==> src/rtl/game_pacer_pkg.sv <==
// game_pacer_pkg: shared state type, widths and period arithmetic for the game pacer.
package game_pacer_pkg;
  typedef enum logic [1:0] {IDLE, RUN, PAUSED, OVER} pacer_state_t;
  localparam int SCORE_W = 8;
  localparam int LEVEL_W = 4;
  function automatic logic [7:0] calc_period(
    input logic [LEVEL_W-1:0] level,
    input logic [7:0]         base,
    input logic [7:0]         min_p,
    input logic [7:0]         step
  );
    logic [11:0] dec;
    dec = 12'(level) * 12'(step);
    return (dec + 12'(min_p) >= 12'(base)) ? min_p : 8'(12'(base) - dec);
  endfunction
endpackage

==> src/rtl/game_pacer_divider.sv <==
// pacer_divider: prescaler producing one-cycle sub-tick pulses while enabled.
// Define PACER_BOOST_EN to add the boost input (advance by 2 per cycle).
module pacer_divider #(
  parameter logic [15:0] PRESCALE = 16'd50000
) (
  input  logic clk,
  input  logic rst_n,
  input  logic enable,
  input  logic clear,
`ifdef PACER_BOOST_EN
  input  logic boost,
`endif
  output logic tick
);
  logic [15:0] cnt;
  logic        tc;
  logic [15:0] inc;
  always_comb begin
`ifdef PACER_BOOST_EN
    tc  = boost ? cnt >= PRESCALE - 16'd2 : cnt == PRESCALE - 16'd1;
    inc = boost ? 16'd2 : 16'd1;
`else
    tc  = cnt == PRESCALE - 16'd1;
    inc = 16'd1;
`endif
    tick = enable & tc;
  end
  always_ff @(posedge clk)
    if (!rst_n || clear) cnt <= '0;
    else if (enable) cnt <= tc ? '0 : cnt + inc;
endmodule

==> src/rtl/game_pacer.sv <==
// game_pacer: phase pacing, scoring and start/pause/over control for the snake game.
// Define PACER_BOOST_EN to add the i_boost double-speed input.
module game_pacer
  import game_pacer_pkg::*;
#(
  parameter logic [15:0] PRESCALE         = 16'd50000,
  parameter logic [7:0]  BASE_PERIOD      = 8'd20,
  parameter logic [7:0]  MIN_PERIOD       = 8'd4,
  parameter logic [7:0]  STEP             = 8'd2,
  parameter logic [3:0]  APPLES_PER_LEVEL = 4'd4,
  parameter logic [3:0]  MAX_LEVEL        = 4'd15
) (
  input  logic               clk,
  input  logic               rst_n,
  input  logic               i_restart,
  input  logic               i_start,
  input  logic               i_pause,
  input  logic               i_eat,
  input  logic               i_failure,
  input  logic               i_success,
`ifdef PACER_BOOST_EN
  input  logic               i_boost,
`endif
  output logic               o_phase,
  output logic [LEVEL_W-1:0] o_level,
  output logic [SCORE_W-1:0] o_score,
  output logic               o_running
);
  pacer_state_t       state, state_d;
  logic               tick, last, eat_ok, ended, wrap;
  logic [7:0]         period_cnt, period_q;
  logic [LEVEL_W-1:0] apple_cnt;
  always_comb begin
    ended   = i_failure | i_success;
    eat_ok  = i_eat & (state == RUN | state == PAUSED);
    wrap    = apple_cnt == APPLES_PER_LEVEL - 4'd1;
    last    = tick & (period_cnt == period_q - 8'd1);
    state_d = state == IDLE ? (i_start ? RUN : IDLE) :
              state == OVER ? OVER :
              ended         ? OVER :
              i_pause       ? PAUSED : RUN;
  end
  pacer_divider #(.PRESCALE(PRESCALE)) u_div (
    .clk    (clk),
    .rst_n  (rst_n),
    .enable (state == RUN),
    .clear  (i_restart | state == IDLE),
`ifdef PACER_BOOST_EN
    .boost  (i_boost),
`endif
    .tick   (tick)
  );
  // restart leaves the phase line alone so the game sees no spurious step
  always_ff @(posedge clk)
    if (!rst_n) o_phase <= 1'b0;
    else if (!i_restart && last) o_phase <= ~o_phase;
  always_ff @(posedge clk)
    if (!rst_n || i_restart) begin
      state      <= IDLE;
      o_running  <= 1'b0;
      period_cnt <= '0;
      period_q   <= BASE_PERIOD;
      apple_cnt  <= '0;
      o_level    <= '0;
      o_score    <= '0;
    end else begin
      state      <= state_d;
      o_running  <= state_d == RUN;
      period_cnt <= (state == IDLE || last) ? '0 : tick ? period_cnt + 8'd1 : period_cnt;
      period_q   <= last ? calc_period(o_level, BASE_PERIOD, MIN_PERIOD, STEP) : period_q;
      if (eat_ok) begin
        o_score   <= o_score == '1 ? o_score : o_score + 1'b1;
        apple_cnt <= wrap ? '0 : apple_cnt + 1'b1;
        o_level   <= (wrap && o_level != MAX_LEVEL) ? o_level + 1'b1 : o_level;
      end
    end
endmodule

==> config.mk <==
export PLATFORM = sky130hd
export DESIGN_NAME = game_pacer
export DESIGN_NICKNAME = d
export VERILOG_FILES = /design/src/rtl/game_pacer_pkg.sv /design/src/rtl/game_pacer_divider.sv /design/src/rtl/game_pacer.sv
export SDC_FILE = /design/constraint.sdc
export NUM_CORES = 1
export LEC_CHECK = 0
export CAP_MARGIN = 10
export CORE_ASPECT_RATIO = 1.5
export CORE_MARGIN = 1
export CORE_UTILIZATION = 50
export CTS_CLUSTER_DIAMETER = 80
export DETAILED_ROUTE_END_ITERATION = 16
export PLACE_DENSITY = 0.77
export SLEW_MARGIN = 25
export SYNTH_ARGS = -nofsm -noshare
export SYNTH_HDL_FRONTEND = slang
export SYNTH_SLANG_ARGS = --single-unit
==> constraint.sdc <==
create_clock -name clk -period 2.21 [get_ports clk]
set_input_delay 0.3315 -clock clk [delete_from_list [all_inputs] [get_ports clk]]
set_output_delay 0.3315 -clock clk [all_outputs]
set_load 0.02 [all_outputs]
==> results.ini, run 1 <==
[run_status]
status = complete, no violations

[yosys]
syn_area_per_cell_um2 = 8.771
netlist_instances = 296
synthArstFlopShare_pct = 0
synth_seq_cells = 49
syn_nets = 317
yosysWarnings = 0
synthFlopType = dfxtp_1
synth_edf_count = 0
netlist_area_mm2 = 0.002596
ys_seq_area_share_pct = 37.78
ys_types = 47

[die]
initial_core_util_pct = 52.71
dieArea_mm2 = 0.005491
core_mm2 = 0.004926
rows = 31
io-pin-count = 22
dieHeight_um = 90.26
die_x_um = 60.84

[detailed_routing]
avgRoutedWirePerCell_um = 12.64
remaining_drc_errors = 0
final_antenna_net_count = 0
drt-total-wl_um = 4980
drt-vias-per-instance = 5.416
drt_iter0_drc = 39
dr_total_vias = 2134
drtPass1Iterations = 6

[worst_setup_path]
r2r_start = u_div.cnt[11]
cp.required_ns = 2.45
cp-startpoint = u_div.cnt[11]
critPathArrivalTime_ns = 2.34
end_kind = register
crit_path_start_kind = register
path_max_fanout = 6
path_class = reg2reg

[cells_and_area]
fill_cells = 462
final_layout_size_suffix_gt1_share_pct = 9.756
syn_to_final_growth_pct = 17.54
post-route-util_pct = 61.95
nets = 348
n_antenna_cell = 0

[clock_network]
cts_tree = yes
max-clock-path-buffers = 2
postCtsHoldBufs = 0
clkLatencyLatePin_ns = 0.31
htree_num_levels = 2
numCtsBuffers = 5
clockRootBuffer = clkbuf_8
cts.clk_slew.worst_paths_ns = 0.09
cts_sinks = 49

[placement]
port_buffers = 21
gp_congestion = 0.8145
post-dp-hpwl_um = 3707

[grt]
antenna_found_initial = 0
grt_usage_pct = 20.22
grt_pass1_wl_um = 8680
grt_pass1_vias = 2058
gr-total-overflow = 0
grt_max_degree = 19

[sta]
layout_min_cycle_time_ns = 2.105
drv_slew = 0
hold_viol_final = 0
max_freq_mhz = 475.1
grt_setup_unrepaired = yes
tns_ns = 0
finClkSkew_ns = 0.007245
period_share_pct = 95.24
finalSetupViolCount = 0
max_slew_margin_pct = 69.47
worst_pin_slew_ns = 0.4532

[worst_hold_path]
min_path_type = reg2reg
min_from = o_phase

[power_and_ir_drop]
p_total_mw = 1.474
cellPowerDensity_mw_per_mm2 = 482.9
peakVddDrop_mv = 0.3008
p_leak_nw = 1.099

[flow_run]
max-cap-violations = 0

[per-stage QoR]
step | cells | worst slack [ns] | hold slack [ns] | instance area (um2)
CTS | 394 | 0.03894 | 0.4883 | 3030
global route | 394 | -0.01439 | 0.5419 | 3052
detailed placement | 386 | 0.08339 | 0.4654 | 2947
finish | 394 | 0.1051 | 0.4850 | 3052
floorplan | 296 | 0.1188 | 0.4610 | 2596
global placement | 386 | 0.08638 | 0.4596 | 2947
[final cells by class]
cell class,instances,area [um2],area share [%]
timing repair buffer,34,307.8,10.09
tap,66,82.58,2.706
clock inverter,1,7.507,0.2460
sequential,49,980.9,32.14
multi-input combinational,222,1540,50.47
inverter,15,56.30,1.845
clock buffer,7,76.32,2.501
[power breakdown]
part           internal, mW  switching, mW
Clock                 0.225          0.302
Sequential            0.885        0.00215
Combinational        0.0286         0.0306
Total                  1.14          0.335
[flip-flops by register name, summed over array words and instances (netlist names)]
| name | flops |
|---|---|
| apple_cnt | 4 |
| o_level | 4 |
| o_phase | 1 |
| o_running | 1 |
| o_score | 8 |
| period_cnt | 8 |
| period_q | 5 |
| state | 2 |
| u_div.cnt | 16 |
[worst paths after layout]
check / to / slack, ns / cells past startpoint
max: o_phase / 0.11 / 5
min: o_phase / 0.48 / 2
max reg2reg: o_phase / 0.11 / 5
min reg2reg: o_phase / 0.48 / 2
[cell usage in the layout (no fill, tap or decap), types with 11 or more instances in the layout]
cell type	Yosys	layout
nand3_1	12	12
a21oi_1	12	12
clkdlybuf4s50_1	0	21
nor2_1	40	40
xor2_1	15	15
ha_1	13	13
buf_4	0	13
nand2_1	15	15
xnor2_1	22	22
mux2i_1	11	11
nor3_1	16	16
inv_1	15	15
dfxtp_1	49	49
[metal layers]
| metal | global-route usage (%) | part of all wire, % | vias up | wire length [um] |
|---|---|---|---|---|
| met2 | 35.07 | 52 | 32 | 2609 |
| met1 | 22.96 | 42 | 1004 | 2089 |
| met3 | 4.585 | 3.7 | 8 | 183 |
| met5 | 0 | 0 | - | 0 |
| li1 | - | - | 1090 | - |
| met4 | 7.955 | 2.0 | 0 | 98 |
[cell usage after synthesis, drive strengths merged, types with 4 or more instances]
cell type	instances	area (um2)
o21ai	7	35.03
nand3	12	60.06
clkbuf	9	35.03
nor3	16	80.08
mux2i	11	110.1
nand4	11	75.07
and2	4	25.02
a21oi	12	60.06
dfxtp	49	980.9
xnor2	22	192.7
xor2	15	131.4
nand2	15	56.30
nor2	40	150.1
inv	15	56.30
or3	8	51.30
ha	13	162.7
and3	4	25.02
[timing repair]
item	4_1_cts	5_1_grt
buffers inserted	0	0
endpoints found under the setup margin	0	12
gates resized for setup	0	4
[critical path, cell delays in order (launching register included)]
cell	delay [ns]
dfxtp_1	0.36
or4b_4	0.59
nor4_4	0.34
nand4_1	0.19
a2111oi_2	0.34
mux2i_1	0.22
[kinds of logic (layout without fill, tap and decap cells)]
logic type,count (synthesis),after routing,share of synthesized area [%]
compound gates,32,32,8.241
flops,49,49,37.78
xor+xnor,37,37,12.48
mux,11,11,4.241
buf+inv,25,57,3.710
fa+ha+maj,13,13,6.265
simple gates,129,129,27.28
No activity file was read; power rests on OpenSTA's default activity.
==> inputs of run 2 (changes only) <==
CORE_ASPECT_RATIO = 1.25   (was 1.5)
==> results.ini, run 2 (synthesized netlist as in run 1, its figures left out) <==
[run_status]
status = complete, no violations

[detailed_routing]
drt_iter0_drc = 106  ; +170%
final_antenna_net_count = 0  ; unchanged
top_layer = met4
dr_total_vias = 2135  ; +0.047%
drtPass1Iterations = 4  ; -2
wl_met3_um = 165  ; -9.8%
drt-vias-per-instance = 5.531  ; +2.1%
drt-total-wl_um = 5040  ; +1.2%
avgRoutedWirePerCell_um = 13.06  ; +3.3%
m1WireLength_um = 2379  ; +14%
met2_length_um = 2433  ; -6.7%
remaining_drc_errors = 0  ; unchanged

[sta]
holdWs_ns = 0.4914  ; +0.006382 ns
drv_slew = 0  ; unchanged
max_slew_margin_pct = 67.98  ; -1.5 points
finClkSkew_ns = 0.004699  ; -0.002546 ns
finalSetupViolCount = 0  ; unchanged
max_freq_mhz = 480.6  ; +1.2%
hold_viol_final = 0  ; unchanged
worst_pin_slew_ns = 0.4752  ; +0.02203 ns
period_share_pct = 94.16  ; -1.1 points
layout_min_cycle_time_ns = 2.081  ; -0.02399 ns
tns_ns = 0  ; unchanged
grt_setup_unrepaired = no

[power_and_ir_drop]
p_int_mw = 1.254  ; +10%
power_frac_clock_pct = 40.5  ; +4.7 points
peakVddDrop_mv = 0.4981  ; +66%
p_seq_share_pct = 55.7  ; -4.5 points
pwr-share-comb_pct = 3.7  ; -0.3 points
p_leak_nw = 1.102  ; +0.28%
cellPowerDensity_mw_per_mm2 = 522.2  ; +8.1%
p_sw_share_pct = 21.30  ; -1.4 points
p_sw_mw = 0.3394  ; +1.3%

[clock_network]
htree_num_levels = 2  ; unchanged
numCtsBuffers = 5  ; unchanged
post_cts_buffers = 0  ; unchanged
cts.clk_slew.worst_paths_ns = 0.09  ; about the same
cts_sinks = 49  ; unchanged
clockRootBuffer = clkbuf_8
max-clock-path-buffers = 2  ; unchanged
clkLatencyLatePin_ns = 0.30  ; about the same
cts_tree = yes

[die]
dieHeight_um = 82.57  ; -8.5%
initial_core_util_pct = 53.31  ; +0.61 points
die_x_um = 66.45  ; +9.2%
rows = 28  ; -9.7%
core_mm2 = 0.004870  ; -1.1%
io-pin-count = 22  ; unchanged
dieArea_mm2 = 0.005486  ; about the same

[cells_and_area]
post-route-util_pct = 62.67  ; +0.72 points
final_layout_size_suffix_gt1_share_pct = 9.202  ; -0.55 points
final_cells = 386  ; -2.0%
syn_to_final_growth_pct = 17.54  ; unchanged
final_cell_mix = dfxtp_1, nor2_1, xnor2_1
final_area_mm2 = 0.003052  ; unchanged
largest-register = u_div.cnt
n_antenna_cell = 0  ; unchanged
final_common_cell = dfxtp_1
largest_register_ff_count = 16  ; unchanged
nets = 346  ; -0.57%
reg_top3 = u_div.cnt: 16 flops, o_score: 8 flops, period_cnt: 8 flops

[grt]
grt_pass1_wl_um = 8390  ; -3.3%
antenna_found_initial = 0  ; unchanged
gr-total-overflow = 0  ; unchanged
grt_usage_pct = 19.75  ; -0.48 points
grt_pass1_vias = 1941  ; -5.7%
grt_max_degree = 19  ; unchanged

[worst_setup_path]
crit_path_start_kind = register
end_kind = register
path_max_fanout = 6  ; unchanged
cp.required_ns = 2.44  ; about the same
critPathArrivalTime_ns = 2.31  ; -0.03 ns
path_class = reg2reg

[flow_run]
max-cap-violations = 0  ; unchanged

[worst_hold_path]
min_path_type = reg2reg

[placement]
post-dp-hpwl_um = 3639  ; -1.9%
gp_congestion = 0.8158  ; +0.16%
place_inst = 378  ; -2.1%
port_buffers = 21  ; unchanged
dpl_cell_area_mm2 = 0.002924  ; -0.76%

run 2: final timing paths:
| check | slack [ns] | to | startpoint | cells after the start |
|---|---|---|---|---|
| setup reg to reg | 0.13 | o_phase | u_div.cnt[11] | 5 |
| hold / removal | 0.49 | o_phase | o_phase | 2 |
| setup / recovery | 0.13 | o_phase | u_div.cnt[11] | 5 |
| hold reg to reg | 0.49 | o_phase | o_phase | 2 |
run 2: cell type report:
class                   count  area [um2]
clock inverters             2       38.79
clock buffers               6       72.57
repair buffers             32       292.8
flip-flops and latches     49       980.9
multi-input cells         222        1535
fillers                   401        1818
well taps                  60       75.07
inverters                  15       56.30
run 2: per-stage QoR:
step	total power, mW	setup WS [ns]
after floorplan	0.9409	0.1188
after global placement	0.9676	0.1403
after detailed placement	0.9681	0.07697
after CTS	1.602	0.06262
after global routing	1.648	0.01118
final	1.594	0.1291
run 2: per-layer routing:
layer,global-route usage (%),vias to the layer above
met2,33.98,39
met1,24.29,1003
met3,3.846,5
li1,-,1088
met5,0,-
met4,7.234,0
run 2: power by group through the flow:
stage | logic, mW | clock network (mW) | registers (mW)
floorplan | 0.0312 | 0 | 0.910
global placement | 0.0593 | 0 | 0.908
detailed placement | 0.0596 | 0 | 0.908
CTS | 0.0599 | 0.655 | 0.888
global route | 0.0660 | 0.694 | 0.889
finish | 0.0596 | 0.646 | 0.888
run 2: repair_timing:
| action | in CTS | in global routing |
|---|---|---|
| endpoints found under the setup margin | 0 | 2 |
| gates resized for setup | 0 | 3 |
| hold buffers | 0 | 0 |
run 2: worst max-delay path, cell delays in order (launching register included):
cell and delay [ns]:
dfxtp_1 0.36, or4b_4 0.59, nor4_4 0.32, nand4_1 0.18
a2111oi_2 0.34, mux2i_1 0.22
==> inputs of run 3 (changes only) <==
==> constraint.sdc (replaced) <==
create_clock -name clk -period 1.8 [get_ports clk]
set_input_delay 0.27 -clock clk [delete_from_list [all_inputs] [get_ports clk]]
set_output_delay 0.27 -clock clk [all_outputs]
set_load 0.1 [all_outputs]
==> results.ini, run 3 (synthesized netlist as in run 1, its figures left out) <==
[run_status]
status = finished, violations left
violations = setup timing

[grt]
gr-total-overflow = 0  ; unchanged
grt_max_degree = 17  ; -2
grt_pass1_wl_um = 9991  ; +19%
grt_pass1_vias = 2282  ; +18%
grt_usage_pct = 24.49  ; +4.7 points
antenna_found_initial = 0  ; unchanged

[worst_setup_path]
critPathSlowestCell = or4b_4
critical-path-max-stage-delay_ns = 0.55  ; -0.04 ns
path_class = reg2reg
crit_path_start_kind = register
cp.required_ns = 2.00  ; -0.44 ns
crit_chain = or4b_4, nor4_4, nand4_1, a211o_1, mux2i_1
end_kind = register
critPathArrivalTime_ns = 2.29  ; -0.02 ns
r2r_cells = 5  ; unchanged
path_max_fanout = 4  ; -2

[clock_network]
htree_num_levels = 2  ; unchanged
cts.clk_slew.worst_paths_ns = 0.09  ; about the same
clockRootBuffer = clkbuf_8
cts_tree = yes
clkLatencyLatePin_ns = 0.31  ; about the same
max-clock-path-buffers = 2  ; unchanged
cts_sinks = 49  ; unchanged
numCtsBuffers = 5  ; unchanged

[die]
die_x_um = 66.45  ; unchanged
dieArea_mm2 = 0.005486  ; unchanged
core_mm2 = 0.004870  ; unchanged
io-pin-count = 22  ; unchanged
dieHeight_um = 82.57  ; unchanged
rows = 28  ; unchanged
initial_core_util_pct = 53.31  ; unchanged

[cells_and_area]
final_area_mm2 = 0.003576  ; +17%
n_antenna_cell = 0  ; unchanged
final_layout_size_suffix_gt1_share_pct = 33.24  ; +24 points
reg_top3 = u_div.cnt: 16 flops, o_score: 8 flops, period_cnt: 8 flops
nets = 388  ; +12%
largest_register_ff_count = 16  ; unchanged
final_common_cell = buf_4
largest-register = u_div.cnt
syn_to_final_growth_pct = 37.73
final_cell_mix = buf_4, nor2_1, dfxtp_1

[power_and_ir_drop]
p_total_mw = 1.984  ; +25%
peakVddDrop_mv = 0.3713  ; -25%
p_sw_share_pct = 22.25  ; +0.96 points
pwr-share-comb_pct = 5.7  ; +2.0 points
p_int_mw = 1.543  ; +23%
p_seq_share_pct = 54.8  ; -0.9 points
cellPowerDensity_mw_per_mm2 = 554.9  ; +6.3%
p_leak_nw = 1.403  ; +27%
p_sw_mw = 0.4416  ; +30%
power_frac_clock_pct = 39.5  ; -1.0 points

[placement]
gp_congestion = 0.8387  ; +2.8%
post-dp-hpwl_um = 4256  ; +17%
dpl_cell_area_mm2 = 0.003268  ; +12%
post-place-ws_ns = -0.2704  ; -0.3474 ns
port_buffers = 21  ; unchanged

[sta]
max_freq_mhz = 477.5  ; -0.63%
layout_min_cycle_time_ns = 2.094  ; +0.01326 ns
hold_viol_final = 0  ; unchanged
max_slew_margin_pct = 70.97  ; +3.0 points
finClkSkew_ns = 0.006385  ; +0.001686 ns
worst_pin_slew_ns = 0.4325  ; -0.04267 ns
drv_slew = 0  ; unchanged
fin_ws_ns = -0.2941  ; -0.4233 ns
grt_setup_unrepaired = yes
finalSetupViolCount = 30  ; +30
period_share_pct = 116.3  ; +22 points

[detailed_routing]
drt-vias-per-instance = 5.604  ; +1.3%
drt-total-wl_um = 6572  ; +30%
drtPass1Iterations = 4  ; unchanged
remaining_drc_errors = 0  ; unchanged
final_antenna_net_count = 0  ; unchanged
avgRoutedWirePerCell_um = 15.39  ; +18%
drt_iter0_drc = 114  ; +7.5%
dr_total_vias = 2393  ; +12%

[flow_run]
max-cap-violations = 0  ; unchanged

[worst_hold_path]
whs_path_depth = 2  ; unchanged
min_path_type = reg2reg

[run 3: cell count changes in the layout (fill, tap and decap cells not counted), moves of 4 or more]
cell | previous run | this run
buf_4 | 11 | 56
dfxtp_1 | 49 | 30
dfxtp_2 | 0 | 17
clkdlybuf4s50_1 | 21 | 7
buf_12 | 0 | 6
nor3_1 | 16 | 10
nor3_2 | 0 | 6
buf_6 | 0 | 4
ha_1 | 13 | 9
[run 3: layout make-up]
cell class,instances,area (um2)
clock buffers,5,68.82
clock inverters,2,35.03
fillers,340,1294
inverters,15,56.30
multi-input cells,222,1650
flip-flops and latches,49,1010
well taps,60,75.07
repair buffers,74,680.7
[run 3: path summary, 6_finish.rpt]
kind | end | from | slack (ns)
min | o_phase | o_phase | 0.48
max | period_q[2] | u_div.cnt[4] | -0.29
min reg2reg | o_phase | o_phase | 0.48
max reg2reg | period_q[2] | u_div.cnt[4] | -0.29
[run 3: power groups by stage]
stage          clock network (mW)  registers, mW  logic (mW)
6_report                    0.784           1.09       0.113
5_1_grt                     0.828           1.09       0.120
4_1_cts                     0.792           1.09       0.104
3_5_place_dp                    0           1.11      0.0990
3_3_place_gp                    0           1.11      0.0946
2_1_floorplan                   0           1.12      0.0402
[run 3: routing by layer]
metal  GRT usage (%)  share of wire [%]
met5               0                  0
met4           12.77                3.5
met3           4.533                3.3
met2           45.10                 53
met1           26.33                 40
[run 3: repair_timing]
| action | CTS | global route |
|---|---|---|
| hold buffers | 0 | 0 |
| endpoints found under the setup margin | 30 | 37 |
| setup buffers | 3 | 3 |
| pin swaps | 4 | 14 |
| cloned | 0 | 1 |
| gates resized for setup | 10 | 21 |
[run 3: worst max-delay path, delay by kind of cell (launching register included)]
family | cells | cell delay (ns)
flip-flops | 1 | 0.33
multiplexers | 1 | 0.15
AND/OR/NAND/NOR | 3 | 1.14
AO/OA/AOI/OAI | 1 | 0.38
[run 3: per-stage QoR]
| stage | utilization (%) | TNS (ns) | std cells | hold WS, ns |
|---|---|---|---|---|
| finish | 73.43 | -7.060 | 427 | 0.4834 |
| global placement | 67.11 | -3.444 | 413 | 0.4688 |
| global route | 73.43 | -8.511 | 427 | 0.5064 |
| floorplan | - | -3.666 | 296 | 0.3995 |
| detailed placement | 67.11 | -4.258 | 413 | 0.4710 |
| CTS | 70.61 | -4.357 | 423 | 0.4866 |
